===== config.mk =====
export PLATFORM = sky130hd
export DESIGN_NAME = calendar_clock
export DESIGN_NICKNAME = d
export VERILOG_FILES = /design/src/rtl/calendar_pkg.sv /design/src/rtl/calendar_clock_bcd_wrap_counter.sv /design/src/rtl/calendar_clock.sv
export SDC_FILE = /design/constraint.sdc
export NUM_CORES = 1
export LEC_CHECK = 0
export BUFFER_PORTS_ARGS = -buffer_cell sky130_fd_sc_hd__buf_4
export CAP_MARGIN = 10
export CORE_MARGIN = 2
export CORE_UTILIZATION = 55
export DETAILED_ROUTE_END_ITERATION = 6
export GPL_TIMING_DRIVEN = 0
export PLACE_DENSITY = 0.76
export SETUP_SLACK_MARGIN = 0.4
export SLEW_MARGIN = 25
export SYNTH_ARGS = -nofsm -noshare
export SYNTH_HDL_FRONTEND = slang
export SYNTH_SLANG_ARGS = --single-unit

===== constraint.sdc =====
create_clock -name clk -period 11.2 [get_ports clk]
set_input_delay 1.68 -clock clk [delete_from_list [all_inputs] [get_ports clk]]
set_output_delay 1.68 -clock clk [all_outputs]
set_load 0.01 [all_outputs]

===== src/rtl/calendar_pkg.sv =====
// Shared definitions for the BCD calendar clock: field select codes,
// per-field limits and BCD/calendar helper functions.
package calendar_pkg;

    localparam int DIGIT_W = 4;

    typedef enum logic [2:0] {
        SEL_CENTISECOND = 3'd0,
        SEL_SECOND      = 3'd1,
        SEL_MINUTE      = 3'd2,
        SEL_HOUR        = 3'd3,
        SEL_DAY         = 3'd4,
        SEL_MONTH       = 3'd5,
        SEL_YEAR        = 3'd6,
        SEL_NONE        = 3'd7
    } sel_e;

    localparam logic [7:0] CS_MIN        = 8'h00;
    localparam logic [7:0] CS_MAX        = 8'h99;
    localparam logic [6:0] SEC_MIN       = 7'h00;
    localparam logic [6:0] SEC_MAX       = 7'h59;
    localparam logic [6:0] MINUTE_MIN    = 7'h00;
    localparam logic [6:0] MINUTE_MAX    = 7'h59;
    localparam logic [5:0] HOUR_MIN      = 6'h00;
    localparam logic [5:0] HOUR_MAX      = 6'h23;
    localparam logic [5:0] DAY_MIN       = 6'h01;
    localparam logic [5:0] DAY_MAX       = 6'h31;
    localparam logic [4:0] MONTH_MIN     = 5'h01;
    localparam logic [4:0] MONTH_MAX     = 5'h12;
    localparam logic [7:0] YEAR_PAIR_MIN = 8'h00;
    localparam logic [7:0] YEAR_PAIR_MAX = 8'h99;

    // Two-digit BCD increment, 99 wraps to 00.
    function automatic logic [7:0] bcd_pair_inc(input logic [7:0] v);
        logic [3:0] ones;
        logic [3:0] tens;
        ones = v[3:0];
        tens = v[7:4];
        if (ones == 4'd9) begin
            bcd_pair_inc = (tens == 4'd9) ? 8'h00 : {tens + 4'd1, 4'd0};
        end else begin
            bcd_pair_inc = {tens, ones + 4'd1};
        end
    endfunction

    // True when a two-digit BCD value is a multiple of four.
    function automatic logic bcd_div4(input logic [7:0] v);
        logic [7:0] bin;
        bin = 8'(v[7:4]) * 8'd10 + 8'(v[3:0]);
        bcd_div4 = ((bin % 8'd4) == 8'd0);
    endfunction

    // Gregorian leap rule evaluated directly on the four BCD year digits.
    function automatic logic is_leap(input logic [15:0] y);
        if (y[7:0] == 8'h00) begin
            is_leap = bcd_div4(y[15:8]);
        end else begin
            is_leap = bcd_div4(y[7:0]);
        end
    endfunction

    // Days in a BCD month for a BCD year.
    function automatic logic [5:0] days_in_month(input logic [4:0] m, input logic [15:0] y);
        case (m)
            5'h04, 5'h06, 5'h09, 5'h11: days_in_month = 6'h30;
            5'h02:                      days_in_month = is_leap(y) ? 6'h29 : 6'h28;
            default:                    days_in_month = 6'h31;
        endcase
    endfunction

endpackage


===== src/rtl/calendar_clock_bcd_wrap_counter.sv =====
// Two-digit BCD counter with a wrap range, clear-to-minimum, arbitrary load
// and an optional run-time maximum (used by the day field).
module bcd_wrap_counter
    import calendar_pkg::*;
#(
    parameter int         W   = 8,
    parameter logic [W-1:0] MIN = '0,
    parameter logic [W-1:0] MAX = '0,
    parameter logic [W-1:0] RST = '0
) (
    input  logic         clk,
    input  logic         rst_n,
    input  logic         inc,
    input  logic         load_min,
    input  logic         load,
    input  logic [W-1:0] load_value,
    input  logic         max_override,
    input  logic [W-1:0] max_value,
    output logic [W-1:0] value,
    output logic         wrap
);

    logic [DIGIT_W-1:0]   ones;
    logic [W-DIGIT_W-1:0] tens;
    logic [W-1:0]         max_eff;
    logic [W-1:0]         value_inc;
    logic                 at_max;

    // Next-count and wrap decode; every output gets a default first.
    // NOTE: defaults at the top of always_comb keep it free of inferred latches.
    always_comb begin
        ones    = value[DIGIT_W-1:0];
        tens    = value[W-1:DIGIT_W];
        max_eff = max_override ? max_value : MAX;
        at_max  = (value >= max_eff);
        if (ones == 4'd9) begin
            value_inc = {tens + 1'b1, {DIGIT_W{1'b0}}};
        end else begin
            value_inc = {tens, ones + 4'd1};
        end
        wrap = inc & at_max;
    end

    // Count register: clear beats load beats increment.
    // NOTE: sequential state uses non-blocking assignments only.
    always_ff @(posedge clk or negedge rst_n) begin
        if (!rst_n) begin
            value <= RST;
        end else if (load_min) begin
            value <= MIN;
        end else if (load) begin
            value <= load_value;
        end else if (inc) begin
            value <= at_max ? MIN : value_inc;
        end
    end

endmodule


===== src/rtl/calendar_clock.sv =====
// BCD calendar clock: 10 ms prescaler, single-edge cascaded rollover of all
// fields, and a set mode that edits one field at a time from two buttons.
module calendar_clock
    import calendar_pkg::*;
#(
    parameter int          TICK_DIV  = 500000,
    parameter logic [15:0] YEAR_INIT = 16'h2000
) (
    input  logic        clk,
    input  logic        rst_n,
    input  logic        adjust,
    input  logic [2:0]  select,
    input  logic        add,
    input  logic        clr,
    output logic [7:0]  centisecond,
    output logic [6:0]  second,
    output logic [6:0]  minute,
    output logic [5:0]  hour,
    output logic [5:0]  day,
    output logic [4:0]  month,
    output logic [15:0] year,
    output logic        day_carry
);

    logic [23:0] prescaler;
    logic        tick;
    logic        add_q, clr_q, add_armed, clr_armed;
    logic        add_rise, clr_rise, set_active, add_ev, clr_ev;
    logic        cs_wrap, sec_wrap, min_wrap, hour_wrap, day_wrap, month_wrap;
    logic        year_lo_wrap, year_hi_wrap_unused;
    logic        mon_chg, yr_chg, day_clamp;
    logic [4:0]  month_inc, month_new, month_eff;
    logic [15:0] year_new, year_eff;
    logic [5:0]  dim_now, dim_next;

    // Time base: counts only in run mode, parked at zero while adjusting.
    always_ff @(posedge clk or negedge rst_n) begin
        if (!rst_n) begin
            prescaler <= '0;
        end else if (adjust || prescaler == 24'(TICK_DIV - 1)) begin
            prescaler <= '0;
        end else begin
            prescaler <= prescaler + 24'd1;
        end
    end

    assign tick = !adjust && (prescaler == 24'(TICK_DIV - 1));

    // Button edge detect; a button must be seen low once after reset before
    // its rising edge counts, so a press held through reset does nothing.
    always_ff @(posedge clk or negedge rst_n) begin
        if (!rst_n) begin
            add_q     <= 1'b0;
            clr_q     <= 1'b0;
            add_armed <= 1'b0;
            clr_armed <= 1'b0;
        end else begin
            add_q     <= add;
            clr_q     <= clr;
            add_armed <= add_armed | ~add;
            clr_armed <= clr_armed | ~clr;
        end
    end

    assign add_rise   = add & ~add_q & add_armed;
    assign clr_rise   = clr & ~clr_q & clr_armed;
    assign set_active = adjust && (select != SEL_NONE);
    assign clr_ev     = set_active & clr_rise;
    assign add_ev     = set_active & add_rise & ~clr_rise;

    // Preview of month/year after a set-mode edit, to clamp day on the same edge.
    always_comb begin
        month_inc = (month[3:0] == 4'd9) ? 5'h10 : {month[4], month[3:0] + 4'd1};
        month_new = (clr_ev || month >= MONTH_MAX) ? MONTH_MIN : month_inc;
        year_new  = clr_ev ? 16'h0000
                  : {(year[7:0] == YEAR_PAIR_MAX) ? bcd_pair_inc(year[15:8]) : year[15:8],
                     bcd_pair_inc(year[7:0])};
        mon_chg   = (add_ev | clr_ev) && (select == SEL_MONTH);
        yr_chg    = (add_ev | clr_ev) && (select == SEL_YEAR);
        month_eff = mon_chg ? month_new : month;
        year_eff  = yr_chg ? year_new : year;
        dim_now   = days_in_month(month, year);
        dim_next  = days_in_month(month_eff, year_eff);
        day_clamp = (mon_chg | yr_chg) && (day > dim_next);
    end

    // Run-mode rollover out of the last day of the month, one cycle wide.
    always_ff @(posedge clk or negedge rst_n) begin
        if (!rst_n) begin
            day_carry <= 1'b0;
        end else begin
            day_carry <= tick & day_wrap;
        end
    end

    bcd_wrap_counter #(.W(8), .MIN(CS_MIN), .MAX(CS_MAX), .RST(CS_MIN)) u_centisecond (
        .clk(clk), .rst_n(rst_n),
        .inc(tick | (add_ev && select == SEL_CENTISECOND)),
        .load_min(clr_ev && select == SEL_CENTISECOND),
        .load(1'b0), .load_value(8'h00), .max_override(1'b0), .max_value(8'h00),
        .value(centisecond), .wrap(cs_wrap)
    );

    bcd_wrap_counter #(.W(7), .MIN(SEC_MIN), .MAX(SEC_MAX), .RST(SEC_MIN)) u_second (
        .clk(clk), .rst_n(rst_n),
        .inc((tick & cs_wrap) | (add_ev && select == SEL_SECOND)),
        .load_min(clr_ev && select == SEL_SECOND),
        .load(1'b0), .load_value(7'h00), .max_override(1'b0), .max_value(7'h00),
        .value(second), .wrap(sec_wrap)
    );

    bcd_wrap_counter #(.W(7), .MIN(MINUTE_MIN), .MAX(MINUTE_MAX), .RST(MINUTE_MIN)) u_minute (
        .clk(clk), .rst_n(rst_n),
        .inc((tick & sec_wrap) | (add_ev && select == SEL_MINUTE)),
        .load_min(clr_ev && select == SEL_MINUTE),
        .load(1'b0), .load_value(7'h00), .max_override(1'b0), .max_value(7'h00),
        .value(minute), .wrap(min_wrap)
    );

    bcd_wrap_counter #(.W(6), .MIN(HOUR_MIN), .MAX(HOUR_MAX), .RST(HOUR_MIN)) u_hour (
        .clk(clk), .rst_n(rst_n),
        .inc((tick & min_wrap) | (add_ev && select == SEL_HOUR)),
        .load_min(clr_ev && select == SEL_HOUR),
        .load(1'b0), .load_value(6'h00), .max_override(1'b0), .max_value(6'h00),
        .value(hour), .wrap(hour_wrap)
    );

    // Day wraps at the current month length and is clamped after month/year edits.
    bcd_wrap_counter #(.W(6), .MIN(DAY_MIN), .MAX(DAY_MAX), .RST(DAY_MIN)) u_day (
        .clk(clk), .rst_n(rst_n),
        .inc((tick & hour_wrap) | (add_ev && select == SEL_DAY)),
        .load_min(clr_ev && select == SEL_DAY),
        .load(day_clamp), .load_value(dim_next), .max_override(1'b1), .max_value(dim_now),
        .value(day), .wrap(day_wrap)
    );

    bcd_wrap_counter #(.W(5), .MIN(MONTH_MIN), .MAX(MONTH_MAX), .RST(MONTH_MIN)) u_month (
        .clk(clk), .rst_n(rst_n),
        .inc((tick & day_wrap) | (add_ev && select == SEL_MONTH)),
        .load_min(clr_ev && select == SEL_MONTH),
        .load(1'b0), .load_value(5'h00), .max_override(1'b0), .max_value(5'h00),
        .value(month), .wrap(month_wrap)
    );

    // Year is two cascaded pairs; the high pair follows the low pair in both modes.
    bcd_wrap_counter #(.W(8), .MIN(YEAR_PAIR_MIN), .MAX(YEAR_PAIR_MAX), .RST(YEAR_INIT[7:0])) u_year_lo (
        .clk(clk), .rst_n(rst_n),
        .inc((tick & month_wrap) | (add_ev && select == SEL_YEAR)),
        .load_min(clr_ev && select == SEL_YEAR),
        .load(1'b0), .load_value(8'h00), .max_override(1'b0), .max_value(8'h00),
        .value(year[7:0]), .wrap(year_lo_wrap)
    );

    bcd_wrap_counter #(.W(8), .MIN(YEAR_PAIR_MIN), .MAX(YEAR_PAIR_MAX), .RST(YEAR_INIT[15:8])) u_year_hi (
        .clk(clk), .rst_n(rst_n),
        .inc(year_lo_wrap),
        .load_min(clr_ev && select == SEL_YEAR),
        .load(1'b0), .load_value(8'h00), .max_override(1'b0), .max_value(8'h00),
        .value(year[15:8]), .wrap(year_hi_wrap_unused)
    );

endmodule


==> results.md, run 1 <==
- Buffers plus inverters on the worst setup path: 4
- Clock buffer count from CTS: 9
- Routed wire length per instance: 15.99 um
- Top cell type's share of synthesized area: 35.07%
- Post-Place Cell Area: 6419 um^2
- Crit path required time: 11.49 ns
- Type of the worst setup path: in2reg
- Setup repair bufs after CTS: 0
- Floorplan core area: 10,280 um^2
- Power, Total: 816.1 uW
- Routed met1 length: 6558 um
- Cell Rows: 37
- Mean Syn Cell Area: 8.575 um^2
- IR Drop Worst-Case VDD: 0.08458 mV
- Syn nets: 710
- Maximum capacitance violations: 0
- Clock slew at the register clock pins of the worst setup and hold paths: 0.09 ns
- Fraction of final layout cells sized beyond drive strength 1: 14.23%
- Number of cells traversed by the worst register-to-register path: 16
- Total Negative Setup Slacks: 0 ns
- Static Leakage: 2.902 nW
- Iteration-0 DRC count of the detailed router: 419
- Global-route wire length before repair: 24,110 um
- Worst relative slew slack: 42.27%
- Layout-stage area growth over the synthesis result: 14.55%
- Root buffer cell: clkbuf_8
- Pre-CTS setup slack: 5.533 ns
- Final weighted congestion of routability-driven global placement: 0.9414
- Final clock period utilization by the worst path: 48.32%
- Synth warnings: 0
- Number of pins with negative max-slew slack in the final report: 0
- # nets final: 783
- Fmax: 0.1848 GHz
- Vias in the first global route: 5,088
- Cell type of the slowest stage on the worst timing path: a2111oi_0
- Sum of routed wire length over all layers: 14,200 um
- Max FO, Critical Path: 10
- Die Span Y: 106.5 um
- Power per Cell Area: 123.3 nW/um^2
- Pin count of the biggest net entering global routing: 85
- Setup violations, final: 0
- Starting density of the core: 56.23%
- Finished Core Util: 64.41%
- DR pass1 iterations: 5
- CTS Sinks: 84
- Final Hold Vio Count: 0
- Area enclosed by the die boundary: 11,340 um^2
- Worst setup skew after layout: 0.007344 ns
- Count of fill cells added during filler insertion: 867
- Post-synthesis cell area: 5779 um^2
- Logic depth of the worst setup path including buffers: 17
- Total overflow reported by the global router: 0
- Cell taking the most area after synthesis: dfrtp_1
- Synth cell types: 81
- All-Layer GR Usage: 25.94%
- Clk Latency, worst-skew pair: 0.36 ns
- Most frequent cells after synthesis: dfrtp_1 (81), nor2_1 (67), nand2_1 (48)
- Crit path arrival time: 5.70 ns
- Top area cells in the synthesized netlist: dfrtp_1 (35%), ha_1 (6.1%), nor2_1 (4.4%)
- CP endpoint kind: flop
- Portion of the post-synthesis area used by sequential elements: 36.44%
- Post-CTS Resized: 0
- Total via count in the routed design: 5,455
- Longest Clk Path Bufs: 2
- Instance count of the mapped netlist: 674
- Estimated wirelength of the detail-placed design: 10,230 um
- Final std cell area, no fill: 6620 um^2
- Top routing layer used: met4
- Critical path, cell by cell: buf_4, clkbuf_1, nand3_1, and2_0, a2111oi_0, o2111ai_1, a2111oi_2, inv_1, o21ai_0, ha_1, a32o_1, a221o_1, clkbuf_1, nand2_1, a211oi_1, a311o_1, nand3b_1
- Final period demand of the worst path: 5.412 ns
- FF/Latch Area: 2106 um^2
- Synthesized flop and latch total: 84
- I/O pins: 64
- Detailed route wirelength on metal2: 6808 um
- Startpoint types: primary input
- Delay of the slowest cell on the worst path: 0.40 ns
- Count of buffers inserted at the top-level ports: 62
- Outcome: completed
- Depth of the CTS H-tree: 3
- Predominant post-synthesis flop cell: dfrtp_1
- RSZ-0062 raised after global routing: no
- Classification of the worst-slack hold path: reg2reg
- Die boundary width: 106.5 um
- N_diodes: 0
- Top cell by count, worst path: clkbuf_1
- Post-CTS Hold Buffers: 0
- Antenna violations before repair: 0
- Post-layout worst setup margin: 5.788 ns
- Share of synthesized registers carrying an async set or reset: 100.0%
- Remaining routing DRC violations: 0
- Transition at the pin with the smallest max-transition slack: 0.8593 ns
- Gate family responsible for the most delay along the worst path: compound AO/OA/AOI/OAI gates
- Count of flip-flops with a built-in enable after synthesis: 0
- WHS Path Cells: 1
- Number of antenna-violating nets in the routed design: 0
- Vias per inst: 6.143
- CTS tree: done
- Area taken by multi-input logic gates: 3418 um^2
- Met3 WL: 620 um
- Most instantiated library cell after synthesis: dfrtp_1
## cell usage in the layout, fill, tap and decap left out, drive strengths merged, types with 28 or more instances in the layout
cell and n:
dfrtp 81, buf 69, nor2 67, o21ai 50
nand2 48, clkbuf 37, nand3 34, inv 33
a21oi 33, ha 28
## routing by layer
metal,up-vias,GRT usage [%]
met5,-,0
met4,0,7.328
met3,29,3.863
met2,149,43.04
met1,2653,35.48
li1,2624,-
## flip-flops by register name (all words and copies together) (netlist names), 5 cells and up
signal               count
prescaler               24
u_centisecond.value      8
u_day.value              6
u_hour.value             6
u_minute.value           7
u_month.value            5
u_second.value           7
u_year_hi.value          8
u_year_lo.value          8
## logic make-up (layout without fill, tap and decap cells)
kind of cell,count (synthesis),after routing,share of synthesized area [%]
AOI/OAI and AO/OA,176,176,20.78
xor gates and xnor gates,29,29,4.395
adders and majority gates,28,28,6.062
buffers and inverters,64,142,4.416
DFF,84,84,36.44
muxes,9,9,1.645
and+or+nand+nor,284,284,26.26
## final cells by class
type                    instances  share of cell area, %
multi-input cells             526                  51.63
clock buffers                  12                  2.192
inverters                      32                  1.814
well taps                     136                  2.570
plain buffers                  32                  2.041
flip-flops and latches         84                  31.81
clock inverters                 4                 0.8505
repair buffers                 62                  7.088
## report_power, final
part | switching, mW | total (mW) | internal, mW
logic | 0.123 | 0.222 | 0.0993
registers | 0.0382 | 0.368 | 0.329
clock network | 0.116 | 0.227 | 0.111
## final timing paths
| kind | startpoint | to | slack (ns) |
|---|---|---|---|
| max | select[0] | u_day.value[0] | 5.79 |
| min | prescaler[0] | prescaler[0] | 0.51 |
| max reg2reg | u_year_lo.value[4] | u_year_lo.value[7] | 6.59 |
| min reg2reg | prescaler[0] | prescaler[0] | 0.51 |
| max in group asynchronous | rst_n | u_year_lo.value[0] | 9.29 |
| min in group asynchronous | rst_n | u_hour.value[5] | 1.34 |
## metrics by stage
stage / instances / hold slack (ns)
2_1_floorplan: 674 / 0.4479
3_3_place_gp: 872 / 0.4742
3_5_place_dp: 872 / 0.4879
4_1_cts: 888 / 0.5094
5_1_grt: 888 / 0.5218
6_report: 888 / 0.5052
Note: power is estimated with default switching activity, not from simulation.
==> inputs of run 2 (changes only) <==
--- a/config.mk
+++ b/config.mk
@@ -8,10 +8,10 @@
 export BUFFER_PORTS_ARGS = -buffer_cell sky130_fd_sc_hd__buf_4
 export CAP_MARGIN = 10
 export CORE_MARGIN = 2
-export CORE_UTILIZATION = 55
+export CORE_UTILIZATION = 54
 export DETAILED_ROUTE_END_ITERATION = 6
 export GPL_TIMING_DRIVEN = 0
-export PLACE_DENSITY = 0.76
+export PLACE_DENSITY = 0.77
 export SETUP_SLACK_MARGIN = 0.4
 export SLEW_MARGIN = 25
 export SYNTH_ARGS = -nofsm -noshare
==> constraint.sdc (replaced) <==
create_clock -name clk -period 4.6 [get_ports clk]
set_input_delay 0.69 -clock clk [delete_from_list [all_inputs] [get_ports clk]]
set_output_delay 0.69 -clock clk [all_outputs]
set_load 0.01 [all_outputs]
==> run 2 against run 1 <==
Effect of this change:
- combinational power rose to 2.6 times the previous value
- non-clock buffer count grew 3
- sequential cell count unchanged
- register-to-register slack worse by 6.0 ns
- design area is 2.5% higher
- count of clock-buffer cells in the layout fell by 1
- routed wire length is 2.1% higher
- power up 150%
- global-route usage shrank 0.071 points
- critical endpoint unchanged
- final cell count increased by 0.34%
==> results.md, run 2 (synthesis gave the netlist of run 1 again) <==
- Outcome: completed
- Fin Hold WS: 0.3266 ns (-0.1786 ns)
- Post-CTS Hold Buffers: 0 (unchanged)
- Clk Latency, worst-skew pair: 0.38 ns (+0.02 ns)
- Top cell by count, worst path: a2111oi_4
- Maximum capacitance violations: 0 (unchanged)
- Setup violations, final: 0 (unchanged)
- Starting density of the core: 55.73% (-0.50 points)
- Register name with the most flops: prescaler
- Final standard cell count with taps included and fillers excluded: 891 (+0.34%)
- Total overflow reported by the global router: 0 (unchanged)
- Number of antenna-violating nets in the routed design: 0 (unchanged)
- Fraction of final layout cells sized beyond drive strength 1: 18.01% (+3.8 points)
- Final period demand of the worst path: 4.009 ns
- Fmax: 0.2494 GHz
- Vias per inst: 6.136 (-0.12%)
- Vias in the first global route: 5,058 (-0.59%)
- Most common library cell in the layout ignoring fill and taps: dfrtp_1
- Type of the worst setup path: in2reg
- Flip-flop count of the largest register, all copies and words added: 24 (unchanged)
- Clock buffer count from CTS: 9 (unchanged)
- Cell type of the slowest stage on the worst timing path: a2111oi_4
- Iteration-0 DRC count of the detailed router: 426 (+1.7%)
- Depth of the CTS H-tree: 3 (unchanged)
- Longest Clk Path Bufs: 2 (unchanged)
- Max FO, Critical Path: 10 (unchanged)
- Transition at the pin with the smallest max-transition slack: 0.8528 ns (-0.006491 ns)
- CP endpoint kind: flop
- Crit path arrival time: 4.32 ns (-1.38 ns)
- Area enclosed by the die boundary: 11,550 um^2 (+1.8%)
- Root buffer cell: clkbuf_8
- Floorplan core area: 10,370 um^2 (+0.90%)
- Final weighted congestion of routability-driven global placement: 0.9634 (+2.3%)
- Remaining routing DRC violations: 0 (unchanged)
- Final Hold Vio Count: 0 (unchanged)
- Antenna violations before repair: 0 (unchanged)
- Global-route wire length before repair: 24,250 um (+0.57%)
- Startpoint types: primary input
- Number of pins with negative max-slew slack in the final report: 0 (unchanged)
- Classification of the worst-slack hold path: in2async
- Estimated wirelength of the detail-placed design: 10,240 um (about the same)
- Inst Count DP: 872 (unchanged)
- Sum of routed wire length over all layers: 14,500 um (+2.1%)
- Cell Rows: 37 (unchanged)
- I/O pins: 64 (unchanged)
- Total via count in the routed design: 5,467 (+0.22%)
- Delay of the slowest cell on the worst path: 0.41 ns (about the same)
- RSZ-0062 raised after global routing: no
- All-Layer GR Usage: 25.87% (-0.071 points)
- Total Negative Setup Slacks: 0 ns (unchanged)
- Static Leakage: 2.968 nW (+2.3%)
- Pin count of the biggest net entering global routing: 85 (unchanged)
- Crit path required time: 4.91 ns (-6.58 ns)
- Critical path, cell by cell: buf_2, and4b_1, clkbuf_4, o21ai_2, a2111oi_4, o2111ai_2, a2111oi_4, inv_2, o21ai_1, ha_1, a32o_1, a221o_1, clkbuf_2, nand2_1, a211oi_1, a311o_1, nand3b_1
- Layout-stage area growth over the synthesis result: 17.36%
- Power per Cell Area: 295.8 nW/um^2 (+140%)
- Worst setup skew after layout: 0.007766 ns (+0.0004216 ns)
- Most frequent cells in the layout: dfrtp_1 (80), nor2_1 (67), buf_4 (64)
- Die boundary width: 107.5 um (+0.89%)
- CTS tree: done
- IR Drop Worst-Case VDD: 0.2150 mV (+150%)
- Gate family responsible for the most delay along the worst path: compound AO/OA/AOI/OAI gates
- Buffers plus inverters on the worst setup path: 4 (unchanged)
- DR pass1 iterations: 5 (unchanged)
- Die Span Y: 107.5 um (+0.89%)
- # nets final: 786 (+0.38%)
- CTS Sinks: 84 (unchanged)
- Clock slew at the register clock pins of the worst setup and hold paths: 0.09 ns (about the same)
- Worst relative slew slack: 42.71% (+0.44 points)
- Final clock period utilization by the worst path: 87.15%
- N_diodes: 0 (unchanged)
- Count of buffers inserted at the top-level ports: 62 (unchanged)
- Finished Core Util: 65.41% (+0.99 points)
- Routed wire length per instance: 16.27 um (+1.8%)
run 2: metrics by stage:
step                setup slack, ns  power, mW  area, um^2
floorplan                    0.4790      1.232        5779
global placement            -0.1399      1.420        6415
detailed placement          -0.1661      1.442        6419
CTS                          0.4054      1.988        6680
global route                 0.4025      2.109        6783
finish                       0.5911      2.006        6783
run 2: layout make-up:
cell class | instances | area (um^2)
buffer | 32 | 152.6
clock buffer | 11 | 151.4
clock inverter | 5 | 43.79
fill | 863 | 3587
inverter | 32 | 120.1
multi-input combinational | 526 | 3546
sequential | 84 | 2107
tap | 136 | 170.2
timing repair buffer | 65 | 491.7
run 2: worst paths after layout:
check | from | to | depth (start not counted) | slack [ns]
worst max-delay path | adjust | u_day.value[0] | 17 | 0.59
worst min-delay path | rst_n | u_hour.value[0] | 1 | 0.33
worst max register to register | u_year_lo.value[4] | u_year_lo.value[7] | 16 | 0.60
worst min register to register | prescaler[0] | prescaler[0] | 1 | 0.51
max in group asynchronous | rst_n | u_year_lo.value[5] | 1 | 3.66
min in group clk | clr | clr_q | 1 | 0.45
run 2: where the power goes:
group | internal [mW] | switching (mW)
clock | 0.232 | 0.306
sequential | 0.802 | 0.0929
combinational | 0.255 | 0.317
run 2: repair_timing:
action                                  4_1_cts  5_1_grt
endpoints found under the setup margin       13       23
resized for setup                            12       35
buffers inserted                              2        1
pin swaps                                     3        5
run 2: per-layer routing:
metal  track usage (%)  routed length [um]  vias to the layer above
met3             3.814                 797                       37
met1             34.75                6431                     2615
met4             10.62                 342                        0
li1                  -                   -                     2631
met2             41.95                6928                      184
met5                 0                   0                        -
==> inputs of run 3 (changes only) <==
--- a/config.mk
+++ b/config.mk
@@ -11,6 +11,7 @@
 export CORE_UTILIZATION = 54
 export DETAILED_ROUTE_END_ITERATION = 6
 export GPL_TIMING_DRIVEN = 0
+export MAX_ROUTING_LAYER = met4
 export PLACE_DENSITY = 0.77
 export SETUP_SLACK_MARGIN = 0.4
 export SLEW_MARGIN = 25
==> run 3 against run 2 <==
Effect of this change:
- global-route usage is 0.27 points higher
- non-clock buffer count stayed put
- register-to-register slack worse by 0.08 ns
- hold slack better by 0.020 ns
- largest cell class unchanged
- highest routed layer unchanged
==> results.md, run 3 (synthesis gave the netlist of run 1 again) <==
- RSZ-0062 raised after global routing: no
- CTS Sinks: 84 (unchanged)
- Count of buffers inserted at the top-level ports: 62 (unchanged)
- Final Hold Vio Count: 0 (unchanged)
- Most common library cell in the layout ignoring fill and taps: dfrtp_1
- Number of pins with negative max-slew slack in the final report: 0 (unchanged)
- Clock slew at the register clock pins of the worst setup and hold paths: 0.09 ns (about the same)
- Iteration-0 DRC count of the detailed router: 432 (+1.4%)
- Routed wire length per instance: 16.10 um (-1.1%)
- CTS tree: done
- Die boundary width: 107.5 um (unchanged)
- Fraction of final layout cells sized beyond drive strength 1: 17.37% (-0.64 points)
- Worst relative slew slack: 40.07% (-2.6 points)
- Max FO, Critical Path: 10 (unchanged)
- Floorplan core area: 10,370 um^2 (unchanged)
- Total overflow reported by the global router: 0 (unchanged)
- Final weighted congestion of routability-driven global placement: 0.9513 (-1.3%)
- All-Layer GR Usage: 26.14% (+0.27 points)
- # nets final: 786 (unchanged)
- Starting density of the core: 55.73% (unchanged)
- CP endpoint kind: flop
- Crit path required time: 4.91 ns (about the same)
- Static Leakage: 2.978 nW (+0.31%)
- Outcome: completed
- Flip-flop count of the largest register, all copies and words added: 24 (unchanged)
- Setup violations, final: 0 (unchanged)
- Pre-CTS setup slack: -0.1684 ns (-0.002254 ns)
- Register name with the most flops: prescaler
- Vias in the first global route: 5,132 (+1.5%)
- Total via count in the routed design: 5,513 (+0.84%)
- Clk Latency, worst-skew pair: 0.38 ns (about the same)
- IR Drop Worst-Case VDD: 0.2169 mV (+0.90%)
- I/O pins: 64 (unchanged)
- Sum of routed wire length over all layers: 14,330 um (-1.2%)
- Number of antenna-violating nets in the routed design: 0 (unchanged)
- Global-route wire length before repair: 23,720 um (-2.2%)
- Worst setup skew after layout: 0.01161 ns (+0.003844 ns)
- Type of the worst setup path: reg2reg
- Final clock period utilization by the worst path: 88.71% (+1.6 points)
- Power per Cell Area: 307.0 nW/um^2 (+3.8%)
- Fmax: 0.2451 GHz (-1.8%)
- Clock buffer count from CTS: 9 (unchanged)
- Longest Clk Path Bufs: 2 (unchanged)
- Area enclosed by the die boundary: 11,550 um^2 (unchanged)
- Antenna violations before repair: 0 (unchanged)
- Depth of the CTS H-tree: 3 (unchanged)
- Cell Rows: 37 (unchanged)
- Post-CTS Hold Buffers: 0 (unchanged)
- Classification of the worst-slack hold path: in2async
- Crit path arrival time: 4.39 ns (+0.07 ns)
- DR pass1 iterations: 5 (unchanged)
- Final period demand of the worst path: 4.081 ns (+0.07180 ns)
- Estimated wirelength of the detail-placed design: 10,110 um (-1.2%)
- Most frequent cells in the layout: dfrtp_1 (81), nor2_1 (67), buf_4 (64)
- Final std cell area, no fill: 6780 um^2 (about the same)
- Post-Place Cell Area: 6419 um^2 (unchanged)
- N_diodes: 0 (unchanged)
- Root buffer cell: clkbuf_8
- Post-layout worst setup margin: 0.5193 ns (-0.07180 ns)
- Vias per inst: 6.194 (+0.95%)
- Pin count of the biggest net entering global routing: 85 (unchanged)
- Remaining routing DRC violations: 0 (unchanged)
- Maximum capacitance violations: 0 (unchanged)
- Transition at the pin with the smallest max-transition slack: 0.8921 ns (+0.03926 ns)
- Fin Hold WS: 0.3465 ns (+0.01988 ns)
- Startpoint types: flop
- Die Span Y: 107.5 um (unchanged)
- Layout-stage area growth over the synthesis result: 17.32% (about the same)
==> run 3: worst paths after layout <==
| kind | start | to | slack, ns | cells past startpoint |
|---|---|---|---|---|
| worst max-delay path | u_year_lo.value[2] | u_day.value[0] | 0.52 | 16 |
| worst min-delay path | rst_n | u_hour.value[2] | 0.35 | 1 |
| worst max register to register | u_year_lo.value[2] | u_day.value[0] | 0.52 | 16 |
| worst min register to register | prescaler[0] | prescaler[0] | 0.49 | 1 |
| max in group asynchronous | rst_n | prescaler[6] | 3.68 | 1 |
| min in group clk | clr | clr_q | 0.45 | 1 |
==> run 3: layout make-up <==
cell class,count,area (um^2)
timing repair buffer,65,491.7
sequential,84,2106
clock buffer,10,137.6
buffer,32,152.6
fill,854,3590
inverter,32,120.1
clock inverter,5,83.83
multi-input combinational,526,3518
tap,136,170.2
==> run 3: repair_timing <==
| item | CTS | global route |
|---|---|---|
| setup buffers | 2 | 1 |
| resized for setup | 13 | 25 |
| endpoints found under the setup margin | 13 | 11 |
| pin swaps | 4 | 2 |
| cloned | 0 | 0 |
==> run 3: layer usage <==
layer  up-vias  wire length [um]  GRT usage [%]
li1       2634                 -              -
met1      2683              6472          34.08
met2       175              6847          40.60
met3        21               716          3.814
met4         0               288          11.90
met5         -                 0              -
==> run 3: metrics by stage <==
stage / std cells / power [mW] / util (%) / TNS, ns
5_1_grt: 890 / 2.187 / 65.38 / 0
4_1_cts: 889 / 2.074 / 64.82 / 0
3_5_place_dp: 872 / 1.442 / 61.90 / -0.1891
3_3_place_gp: 872 / 1.420 / 61.86 / -0.1480
2_1_floorplan: 674 / 1.232 / - / 0
6_report: 890 / 2.081 / 65.38 / 0
==> run 3: power breakdown <==
part	total (mW)	internal (mW)	switching [mW]	leakage (nW)
combinational	0.573	0.258	0.314	1.77
clock	0.613	0.320	0.294	0.105
sequential	0.895	0.802	0.0936	1.10
total	2.08	1.38	0.702	2.98
==> run 3: critical path, cell delays in order (launching register included) <==
cell and delay (ns):
dfrtp_1 0.39, clkbuf_2 0.21, nor4bb_4 0.45, o2111ai_4 0.23, or3_1 0.39, a211o_1 0.29, o211ai_1 0.13, a21o_1 0.15
o21ai_0 0.07, ha_1 0.28, a32o_1 0.26, a221o_1 0.31, clkbuf_2 0.18, nand2_1 0.10, a211oi_1 0.05, a311o_1 0.36
nand3b_1 0.17
